[src/rtl/dm_arb_pkg.sv]
// Shared encodings for the data-memory port arbiter: FSM states and requester ids.
package dm_arb_pkg;

    typedef enum logic [1:0] {
        IDLE   = 2'b00,
        ACCESS = 2'b01,
        RESP   = 2'b10
    } state_e;

    localparam logic REQ_CPU = 1'b0;
    localparam logic REQ_LDR = 1'b1;

endpackage

[src/rtl/rr_arbiter2.sv]
// Two-way combinational pick between the CPU (req[0]) and loader (req[1]) ports.
// DM_ARB_CPU_PRIORITY_EN selects fixed CPU priority instead of round-robin.
module rr_arbiter2
    import dm_arb_pkg::*;
(
    input  logic [1:0] req,
`ifndef DM_ARB_CPU_PRIORITY_EN
    input  logic       last_winner,
`endif
    output logic       winner,
    output logic       valid
);

    always_comb begin
        valid  = |req;
        winner = REQ_CPU;
`ifdef DM_ARB_CPU_PRIORITY_EN
        if (!req[0] && req[1]) begin
            winner = REQ_LDR;
        end
`else
        // On contention the port that did not win last time goes next.
        if (req == 2'b11) begin
            winner = ~last_winner;
        end else if (req[1]) begin
            winner = REQ_LDR;
        end
`endif
    end

endmodule

[src/rtl/dm_port_arbiter.sv]
// Shares the single-port synchronous data memory between the CPU and the loader port.
// Build option DM_ARB_CPU_PRIORITY_EN: CPU always wins instead of round-robin.
module dm_port_arbiter
    import dm_arb_pkg::*;
#(
    parameter int MemSize  = 10,
    parameter int DataSize = 32
) (
    input  logic                clock,
    input  logic                reset,
    input  logic                cpu_req,
    input  logic                cpu_we,
    input  logic [MemSize-1:0]  cpu_addr,
    input  logic [DataSize-1:0] cpu_wdata,
    output logic                cpu_gnt,
    output logic                cpu_rvalid,
    input  logic                ldr_req,
    input  logic                ldr_we,
    input  logic [MemSize-1:0]  ldr_addr,
    input  logic [DataSize-1:0] ldr_wdata,
    output logic                ldr_gnt,
    output logic                ldr_rvalid,
    output logic [DataSize-1:0] rdata,
    input  logic [DataSize-1:0] DM_out,
    output logic                enable_dm,
    output logic                enable_dm_fetch,
    output logic                enable_dm_write,
    output logic [MemSize-1:0]  DM_address,
    output logic [DataSize-1:0] DM_in,
    output logic                busy
);

    state_e                state_q, state_d;
    logic                  win_q, win_d;
    logic                  we_q, we_d;
    logic [MemSize-1:0]    addr_q, addr_d;
    logic [DataSize-1:0]   wdata_q, wdata_d;
    logic                  pick_winner;
    logic                  pick_valid;

`ifndef DM_ARB_CPU_PRIORITY_EN
    logic                  last_winner_q, last_winner_d;
`endif

    rr_arbiter2 u_pick (
        .req         ({ldr_req, cpu_req}),
`ifndef DM_ARB_CPU_PRIORITY_EN
        .last_winner (last_winner_q),
`endif
        .winner      (pick_winner),
        .valid       (pick_valid)
    );

    always_comb begin
        state_d = state_q;
        win_d   = win_q;
        we_d    = we_q;
        addr_d  = addr_q;
        wdata_d = wdata_q;
`ifndef DM_ARB_CPU_PRIORITY_EN
        last_winner_d = last_winner_q;
`endif
        unique case (state_q)
            IDLE: begin
                // Requests are only sampled here; the latched copy drives the whole access.
                if (pick_valid) begin
                    win_d   = pick_winner;
                    we_d    = (pick_winner == REQ_LDR) ? ldr_we    : cpu_we;
                    addr_d  = (pick_winner == REQ_LDR) ? ldr_addr  : cpu_addr;
                    wdata_d = (pick_winner == REQ_LDR) ? ldr_wdata : cpu_wdata;
                    state_d = ACCESS;
`ifndef DM_ARB_CPU_PRIORITY_EN
                    last_winner_d = pick_winner;
`endif
                end
            end
            ACCESS:  state_d = we_q ? IDLE : RESP;
            RESP:    state_d = IDLE;
            default: state_d = IDLE;
        endcase
    end

    always_comb begin
        cpu_gnt         = 1'b0;
        ldr_gnt         = 1'b0;
        cpu_rvalid      = 1'b0;
        ldr_rvalid      = 1'b0;
        rdata           = '0;
        enable_dm       = 1'b0;
        enable_dm_fetch = 1'b0;
        enable_dm_write = 1'b0;
        DM_address      = '0;
        DM_in           = '0;
        busy            = (state_q != IDLE);
        unique case (state_q)
            ACCESS: begin
                cpu_gnt         = (win_q == REQ_CPU);
                ldr_gnt         = (win_q == REQ_LDR);
                enable_dm       = 1'b1;
                enable_dm_write = we_q;
                enable_dm_fetch = ~we_q;
                DM_address      = addr_q;
                DM_in           = wdata_q;
            end
            RESP: begin
                cpu_rvalid = (win_q == REQ_CPU);
                ldr_rvalid = (win_q == REQ_LDR);
                rdata      = DM_out;
            end
            default: ;
        endcase
    end

    always_ff @(posedge clock) begin
        if (reset) begin
            state_q <= IDLE;
            win_q   <= REQ_CPU;
            we_q    <= 1'b0;
            addr_q  <= '0;
            wdata_q <= '0;
`ifndef DM_ARB_CPU_PRIORITY_EN
            last_winner_q <= REQ_LDR;
`endif
        end else begin
            state_q <= state_d;
            win_q   <= win_d;
            we_q    <= we_d;
            addr_q  <= addr_d;
            wdata_q <= wdata_d;
`ifndef DM_ARB_CPU_PRIORITY_EN
            last_winner_q <= last_winner_d;
`endif
        end
    end

endmodule

[config.mk]
export PLATFORM = sky130hd
export DESIGN_NAME = dm_port_arbiter
export DESIGN_NICKNAME = d
export VERILOG_FILES = /design/src/rtl/dm_arb_pkg.sv /design/src/rtl/rr_arbiter2.sv /design/src/rtl/dm_port_arbiter.sv
export SDC_FILE = /design/constraint.sdc
export NUM_CORES = 1
export LEC_CHECK = 0
export CORE_MARGIN = 2
export CORE_UTILIZATION = 29
export CTS_CLUSTER_DIAMETER = 100
export CTS_CLUSTER_SIZE = 14
export DETAILED_ROUTE_END_ITERATION = 6
export PLACE_DENSITY = 0.69
export SYNTH_ARGS = -nofsm -noshare
export SYNTH_HDL_FRONTEND = slang
export SYNTH_SLANG_ARGS = --single-unit
[constraint.sdc]
create_clock -name clock -period 2.5 [get_ports clock]
set_input_delay 0.375 -clock clock [delete_from_list [all_inputs] [get_ports clock]]
set_output_delay 0.375 -clock clock [all_outputs]
set_load 0.02 [all_outputs]
==> results.json <==
{
  "status": "complete, no violations",
  "start_util_pct": 30.2,
  "final_cells": 670,
  "tns_ns": 0,
  "cts_buffers": 5,
  "hold_depth": 1,
  "drive_above_1_share_pct": 7.58,
  "die-width_um": 102,
  "vias": 3239,
  "hold_viol": 0,
  "place.port_buffers": 203,
  "seqCellArea_um2": 941,
  "rows": 35,
  "fillers": 865,
  "syn_nets": 474,
  "grt_max_degree": 48,
  "grt_pass1_wl_mm": 17.0,
  "crit_type": "flop to output port",
  "p_per_area_nw_per_um2": 473,
  "mostFrequentLayoutCell": "clkdlybuf4s50_1",
  "clkSlewWorstSetupHoldPaths_ns": 0.09,
  "hp-class": "flop to flop",
  "rsz0062_at_grt": "no",
  "first_iter_violations": 98,
  "clock_latency_ns": 0.30,
  "peakVddDrop_mv": 0.335,
  "antenna_found_initial": 0,
  "nets": 662,
  "drc": 0,
  "sequentialPowerShare_pct": 37.4,
  "drv_cap": 0,
  "worst_hold_slack_ns": 0.505,
  "maxSlewViolCount": 0,
  "cts_root_buf": "clkbuf_8",
  "cts_tree": "yes",
  "drt-wirelength-per-cell_um": 17.2,
  "yosys_warnings": 0,
  "multi_input_area_um2": 1630,
  "track_usage_pct": 21.1,
  "fin_crit_ns": 2.34,
  "ys_seq_area_share_pct": 33.6,
  "worst_slack_ns": 0.161,
  "post_cts_buffers": 0,
  "cp-start-kind": "flop",
  "synth_cell_types": 21,
  "cts.sinks": 47,
  "ff2ff_path_depth": 4,
  "switching_share_pct": 29.9,
  "via_per_inst": 4.83,
  "avgSynthCellArea_um2": 7.96,
  "synth-seq-cells": 47,
  "worst_pin_slew_ns": 0.527,
  "endpoint_kind": "output port",
  "pin_count": 204,
  "grt_overflow": 0,
  "p_clk_share_pct": 28.2,
  "setup_viol": 0,
  "mostFrequentLayoutCells": "202 x clkdlybuf4s50_1, 88 x nand2_1, 77 x and2_1, 47 x dfxtp_1, 44 x a21oi_1",
  "area_growth_pct": 79.1,
  "comb_power_share_pct": 34.4,
  "die_y_um": 102,
  "hold_buffers": 0,
  "dp_cells": 662,
  "p_leak_nw": 1.89,
  "die_area_um2": 10500,
  "htree_num_levels": 2,
  "clock_skew_ns": 0.0153,
  "netlist_instances": 352,
  "p_int_mw": 1.66,
  "core_area_um2": 9280,
  "critPathMaxFanout": 21,
  "synth_area_um2": 2800,
  "gp_congestion": 0.845,
  "cp.required_ns": 2.12,
  "power_mw": 2.37,
  "finalCritPeriodShare_pct": 93.6,
  "clock_path_buffers": 2,
  "drtAntennaViolNets": 0,
  "switchingPower_mw": 0.709,
  "slew_headroom_pct": 64.9,
  "grt_pass1_vias": 3148,
  "pre_cts_slack_ns": 0.387,
  "routed_wl_mm": 11.5,
  "max_clock_freq_mhz": 427,
  "dp_hpwl_mm": 8.50,
  "arrival_ns": 1.96,
  "num_antenna_cells": 0,
  "drt_first_pass_iters": 4
}
-- logic make-up after synthesis --
logic type | count (synthesis) | synth area share [%]
AO/OA/AOI/OAI | 91 | 26.5
buffers and inverters | 37 | 8.71
flip-flops | 47 | 33.6
AND/OR/NAND/NOR | 177 | 31.2
-- through the flow --
step	utilization, %	instance area, µm²
finish	54.0	5010
global route	54.0	5010
CTS	53.9	5010
detailed placement	52.5	4870
global placement	52.5	4870
floorplan	-	2800
-- timing repair --
item	in CTS	in global routing
endpoints found under the setup margin	0	38
hold endpoints to repair	0	0
gates resized for setup	0	3
-- sequential cells by signal (all words and copies together), names as in the netlist --
register and flops:
wdata_q 32, addr_q 10, state_q 2, last_winner_q 1, we_q 1, win_q 1
-- final timing paths --
path / to / startpoint / slack [ns]
worst max-delay path: DM_address[2] / state_q[1] / 0.16
worst min register to register: state_q[1] / we_q / 0.50
worst min-delay path: state_q[1] / we_q / 0.50
worst max register to register: last_winner_q / state_q[1] / 1.02
-- final cells by class --
class | instances | share of cell area (%)
clock inverters | 2 | 1.20
flip-flops and latches | 47 | 18.8
clock buffers | 6 | 1.45
repair buffers | 216 | 42.8
multi-input cells | 268 | 32.5
well taps | 129 | 3.22
inverters | 2 | 0.150
-- worst max-delay path, cell delays in order (launching register included) --
cell and delay [ns]:
dfxtp_1 0.34, nand2b_1 0.21, inv_2 0.14, buf_6 0.19, and2_1 0.16, clkdlybuf4s50_1 0.61
-- synth_stat cells --
library cell | n | area, µm²
nand2_1 | 88 | 330
and2_1 | 77 | 482
dfxtp_1 | 47 | 941
a21oi_1 | 44 | 220
a311oi_1 | 27 | 236
a311oi_2 | 16 | 240
clkbuf_1 | 11 | 41.3
buf_6 | 10 | 113
buf_2 | 9 | 45.0
buf_4 | 5 | 37.5
nor2_1 | 4 | 15.0
nor2b_1 | 3 | 18.8
inv_1 | 2 | 7.51
nor3_1 | 2 | 10.0
a21bo_1 | 1 | 10.0
a21boi_4 | 1 | 18.8
a221o_1 | 1 | 10.0
nand2b_1 | 1 | 6.26
nor2_2 | 1 | 6.26
o21ai_0 | 1 | 5.00
or2_1 | 1 | 6.26
-- power groups by stage --
stage	clock network, mW	logic (mW)	registers [mW]
2_1_floorplan	0	0.441	0.886
3_5_place_dp	0	0.819	0.903
5_1_grt	0.717	0.881	0.898
4_1_cts	0.689	0.822	0.886
6_report	0.669	0.817	0.886
3_3_place_gp	0	0.807	0.901
-- metal layers --
layer	routed length, µm	GRT usage [%]	up-vias
li1	-	-	1579
met1	4480	23.8	1490
met2	5770	38.6	156
met3	1020	5.61	14
met4	265	6.87	0
met5	0	0	-
No activity file was read; power rests on OpenSTA's default activity.
==> edit 1, RTL diff (config.mk and constraints unchanged) <==
Encoding of `state_e`: now one-hot (3 bits for 3 states).
--- a/src/rtl/dm_arb_pkg.sv
+++ b/src/rtl/dm_arb_pkg.sv
@@ -3,6 +3,6 @@
 
-    typedef enum logic [1:0] {
-        IDLE   = 2'b00,
-        ACCESS = 2'b01,
-        RESP   = 2'b10
+    typedef enum logic [2:0] {
+        IDLE   = 3'b001,
+        ACCESS = 3'b010,
+        RESP   = 3'b100
     } state_e;
Formal check against the unedited RTL: no difference found for any inputs over 10 cycles, from zero or initial values and one cycle with reset high; not proved beyond that.
==> edit 1 against the original RTL <==
Design area is 4.2% lower; combinational power shrank 18%; synthesized area decreased by 8.6%; sequential cell count is 1 higher; power is 8.7% lower; routed wire length is 18% lower; worst setup slack worse by 0.017 ns; critical path type unchanged.
==> edit 1: results (changes against the original RTL) <==
* DRT Pass-1 Iters at 5 (+1)
* Seq/Total Area, Yosys at 37.5% (+3.9 points)
* Met3 usage in global routing at 5.15% (-0.45 points)
* Post-synth top cells: dfxtp_1, nor2_1, inv_1, a221oi_1, o32ai_1
* Placed insts at 598 (-9.7%)
* Ranking of synthesized cells by area: dfxtp_1, a221oi_1, o32ai_1, and2_1, nor2_1
* Initial antenna violation count at 0 (unchanged)
* Reg clk slew, reported paths at 0.08 ns
* Met1 usage at 22.6% (-1.2 points)
* Biggest regs: wdata_q x32, addr_q x10, state_q x3
* Avg Inst Size Synth at 8.23 um2 (+3.5%)
* Fillers at 783 (-9.5%)
* First-pass GRT wire length at 15200 um (-10%)
* Worst-margin pin slew at 0.890 ns (+0.364 ns)
* Synth unique cells at 22 (+4.8%)
* Syn Nets at 433 (-8.6%)
* Drt first-iter violations at 92 (-6.1%)
* Peak supply drop at 0.254 mV (-24%)
* Pleak at 1.76 nW (-7.0%)
* NumNets Final at 619 (-6.5%)
* Dpl hpwl at 7000 um (-18%)
* Worst Clk Skew at 0.00880 ns (-0.00645 ns)
* Outcome: finished, final reports clean
* Vias at 3059 (-5.6%)
* Total track usage at 18.9% (-2.2 points)
* Total CTS buffers at 5 (unchanged)
* H-Tree Level Count at 2 (unchanged)
* Metal1 wirelength at 3910 um (-13%)
* Synth warn at 0 (unchanged)
* WL/cell at 15.6 um (-9.5%)
* Worst EP arrival at 1.98 ns (+0.02 ns)
* Met2 wire len at 4760 um (-18%)
* Layout cell share with drive strength beyond 1 at 5.02% (-2.6 points)
* Final Non-Filler Cells at 606 (-9.6%)
* Pin count of the biggest net entering global routing at 49 (+2.1%)
* Met3 WL post-DR at 671 um (-34%)
* Max FO, Critical Path at 34 (+62%)
* P_int at 0.00155 W (-6.6%)
[edit 1: repair_timing]
action,CTS,global route
endpoints found under the setup margin,0,2
buffers inserted,0,0
gates resized for setup,0,1
[edit 1: power groups by stage]
stage               Combinational, W  Sequential (W)  Clock [W]
finish                      0.000673        0.000904   0.000590
global route                0.000736        0.000914   0.000639
global placement            0.000662        0.000920          0
CTS                         0.000676        0.000905   0.000609
detailed placement          0.000672        0.000923          0
floorplan                   0.000356        0.000912          0
[edit 1: metrics by stage]
step                      util, %  area [um2]  hold slack (ns)  total power [W]  setup WS, ns
after CTS                    55.6        4800            0.481          0.00219        0.0615
after floorplan                 -        2560            0.453          0.00127         0.886
after detailed placement     54.2        4680            0.467          0.00160         0.403
after global placement       54.2        4680            0.462          0.00158         0.455
final                        55.6        4800            0.479          0.00217         0.144
after global routing         55.6        4800            0.490          0.00229       0.00260
[edit 1: final cells by class]
cell class	count	area share, %
inverter	47	3.67
clock buffer	6	1.72
tap	108	2.81
clock inverter	2	0.807
timing repair buffer	214	44.5
sequential	48	20.0
multi-input combinational	181	26.5
[edit 1: final timing paths]
path / from / slack [ns] / cells after the start / endpoint
max: state_q[2] / 0.14 / 4 / rdata[10]
min: wdata_q[13] / 0.48 / 2 / wdata_q[13]
max reg2reg: state_q[0] / 0.75 / 5 / addr_q[3]
min reg2reg: wdata_q[13] / 0.48 / 2 / wdata_q[13]
[edit 1: logic make-up (layout without fill, tap and decap cells)]
| family | Yosys count | count (layout) | share of synthesized area (%) |
|---|---|---|---|
| flip-flops | 48 | 48 | 37.5 |
| AO/OA/AOI/OAI | 91 | 91 | 31.2 |
| buffers and inverters | 82 | 269 | 13.8 |
| AND/OR/NAND/NOR | 90 | 90 | 17.5 |
==> edit 2, RTL diff (config.mk and constraints unchanged) <==
Without the edit above. Build with the macro `DM_ARB_CPU_PRIORITY_EN` defined.
--- a/src/rtl/rr_arbiter2.sv
+++ b/src/rtl/rr_arbiter2.sv
@@ -2,2 +2,4 @@
 // DM_ARB_CPU_PRIORITY_EN selects fixed CPU priority instead of round-robin.
+`define DM_ARB_CPU_PRIORITY_EN
+
 module rr_arbiter2
Function: changed (Yosys sat finds a counterexample within 4 cycles, from zero or initial values and one cycle with reset high).
==> edit 2 against the original RTL <==
Power down 8.7%; first-iteration DRC count fell by 33%; synthesized area rose by 2.6%; routed wire length fell by 8.4%; worst setup slack got worse by 0.036 ns; critical path depth unchanged; sequential cell count shrank 1; synthesized cell count decreased by 1.1%; design area increased by 1.9%; register-to-register slack improved by 0.04 ns; critical path type unchanged.
==> edit 2: results (changes against the original RTL) <==
* Outcome: finished, final reports clean
* Slowest stage delay, CP at 0.60 ns
* Vias in the first global route at 3179 (+0.98%)
* Adder-cell share of the synthesized area at 0% (unchanged)
* Drt via density at 4.76 (-1.6%)
* Max Cap Viol at 0 (unchanged)
* Complex-gate fraction of the synthesized area at 29.6% (+3.2 points)
* Final hold vios at 0 (unchanged)
* Pleak at 2.05 nW (+8.6%)
* Peak supply drop at 0.253 mV (-25%)
* Detailed Route WL at 10600 um (-8.4%)
* Avg Inst Size Synth at 8.26 um2 (+3.8%)
* Root buf cell: clkbuf_8
* Seq/Total Area, Yosys at 32.0% (-1.6 points)
* Synth unique cells at 18 (-14%)
* Top FF cell, synth: dfxtp_1
* WL/cell at 15.8 um (-8.2%)
* Total CTS buffers at 5 (unchanged)
* Drt first-iter violations at 66 (-33%)
* Worst Clk Skew at 0.00514 ns (-0.0101 ns)
* Setup WS pre-CTS at 0.362 ns (-0.0250 ns)
* Dpl hpwl at 7850 um (-7.7%)
* Synth warn at 0 (unchanged)
* Longest Clk Path Bufs at 2 (unchanged)
* Worst EP arrival at 2.00 ns (+0.04 ns)
* Synth Area in XOR/XNOR at 0% (unchanged)
* P_int at 0.00147 W (-11%)
* CP max-delay cell: clkdlybuf4s50_1
* Total track usage at 19.0% (-2.1 points)
* Placer Congestion at 0.857 (+1.5%)
* Ranking of synthesized cells by area: dfxtp_1, a311oi_2, and2_1, nand2_1, a21oi_1
* Placed insts at 661 (-0.15%)
* Cts repair resizes at 0 (unchanged)
* Slew headroom at 60.0% (-4.8 points)
* Worst reg2reg startpoint: state_q[1]
* Max FO, Critical Path at 16 (-24%)
* Post-synth top cells: nand2_1, and2_1, dfxtp_1, a21oi_1, a311oi_2
* Critical path's top delay family: buffers and inverters
* First-pass GRT wire length at 16700 um (-1.8%)
* Syn Nets at 470 (-0.84%)
* Crit path launch type: flop
* DRT Pass-1 Iters at 4 (unchanged)
* Later-pin clock latency in the skew report at 0.30 ns (about the same)
* Mux share of post-synthesis cell area at 0% (unchanged)
* Pin count of the biggest net entering global routing at 45 (-6.3%)
* Layout cell share with drive strength beyond 1 at 12.5% (+4.9 points)
* Setup repair bufs after CTS at 0 (unchanged)
[edit 2: area by class of cell]
class | instances | area (um2)
inverters | 2 | 10.0
fillers | 926 | 4580
well taps | 133 | 166
flip-flops and latches | 46 | 922
clock buffers | 7 | 86.3
clock inverters | 1 | 5.00
repair buffers | 215 | 2170
multi-input cells | 265 | 1750
[edit 2: through the flow]
step	hold slack [ns]	cell area, um2	total power, W
6_report	0.531	5110	0.00217
5_1_grt	0.562	5110	0.00229
4_1_cts	0.535	5080	0.00220
3_5_place_dp	0.514	4990	0.00171
3_3_place_gp	0.505	4990	0.00169
2_1_floorplan	0.442	2870	0.00132
[edit 2: final timing paths]
| check | slack [ns] | end | cells past startpoint |
|---|---|---|---|
| setup / recovery | 0.12 | DM_in[12] | 5 |
| hold / removal | 0.53 | state_q[1] | 1 |
| setup reg to reg | 1.06 | addr_q[9] | 4 |
| hold reg to reg | 0.53 | state_q[1] | 1 |
[edit 2: layer usage]
| metal | part of all wire (%) | track usage [%] | wire length, um |
|---|---|---|---|
| met2 | 49 | 33.9 | 5210 |
| met3 | 7.6 | 5.41 | 807 |
| met4 | 1.3 | 4.05 | 142 |
| met5 | 0 | 0 | 0 |
| met1 | 42 | 22.8 | 4410 |
[edit 2: cell families (layout without fill, tap and decap cells)]
kind of cell / after synthesis / count (layout)
flip-flops: 46 / 46
buffers and inverters: 37 / 225
AND/OR/NAND/NOR: 177 / 177
AO/OA/AOI/OAI: 88 / 88
[edit 2: power by group through the flow]
stage / sequential, W / clock, W / combinational (W)
CTS: 0.000864 / 0.000504 / 0.000831
global route: 0.000874 / 0.000527 / 0.000886
detailed placement: 0.000880 / 0 / 0.000828
global placement: 0.000880 / 0 / 0.000814
floorplan: 0.000864 / 0 / 0.000461
finish: 0.000863 / 0.000480 / 0.000822
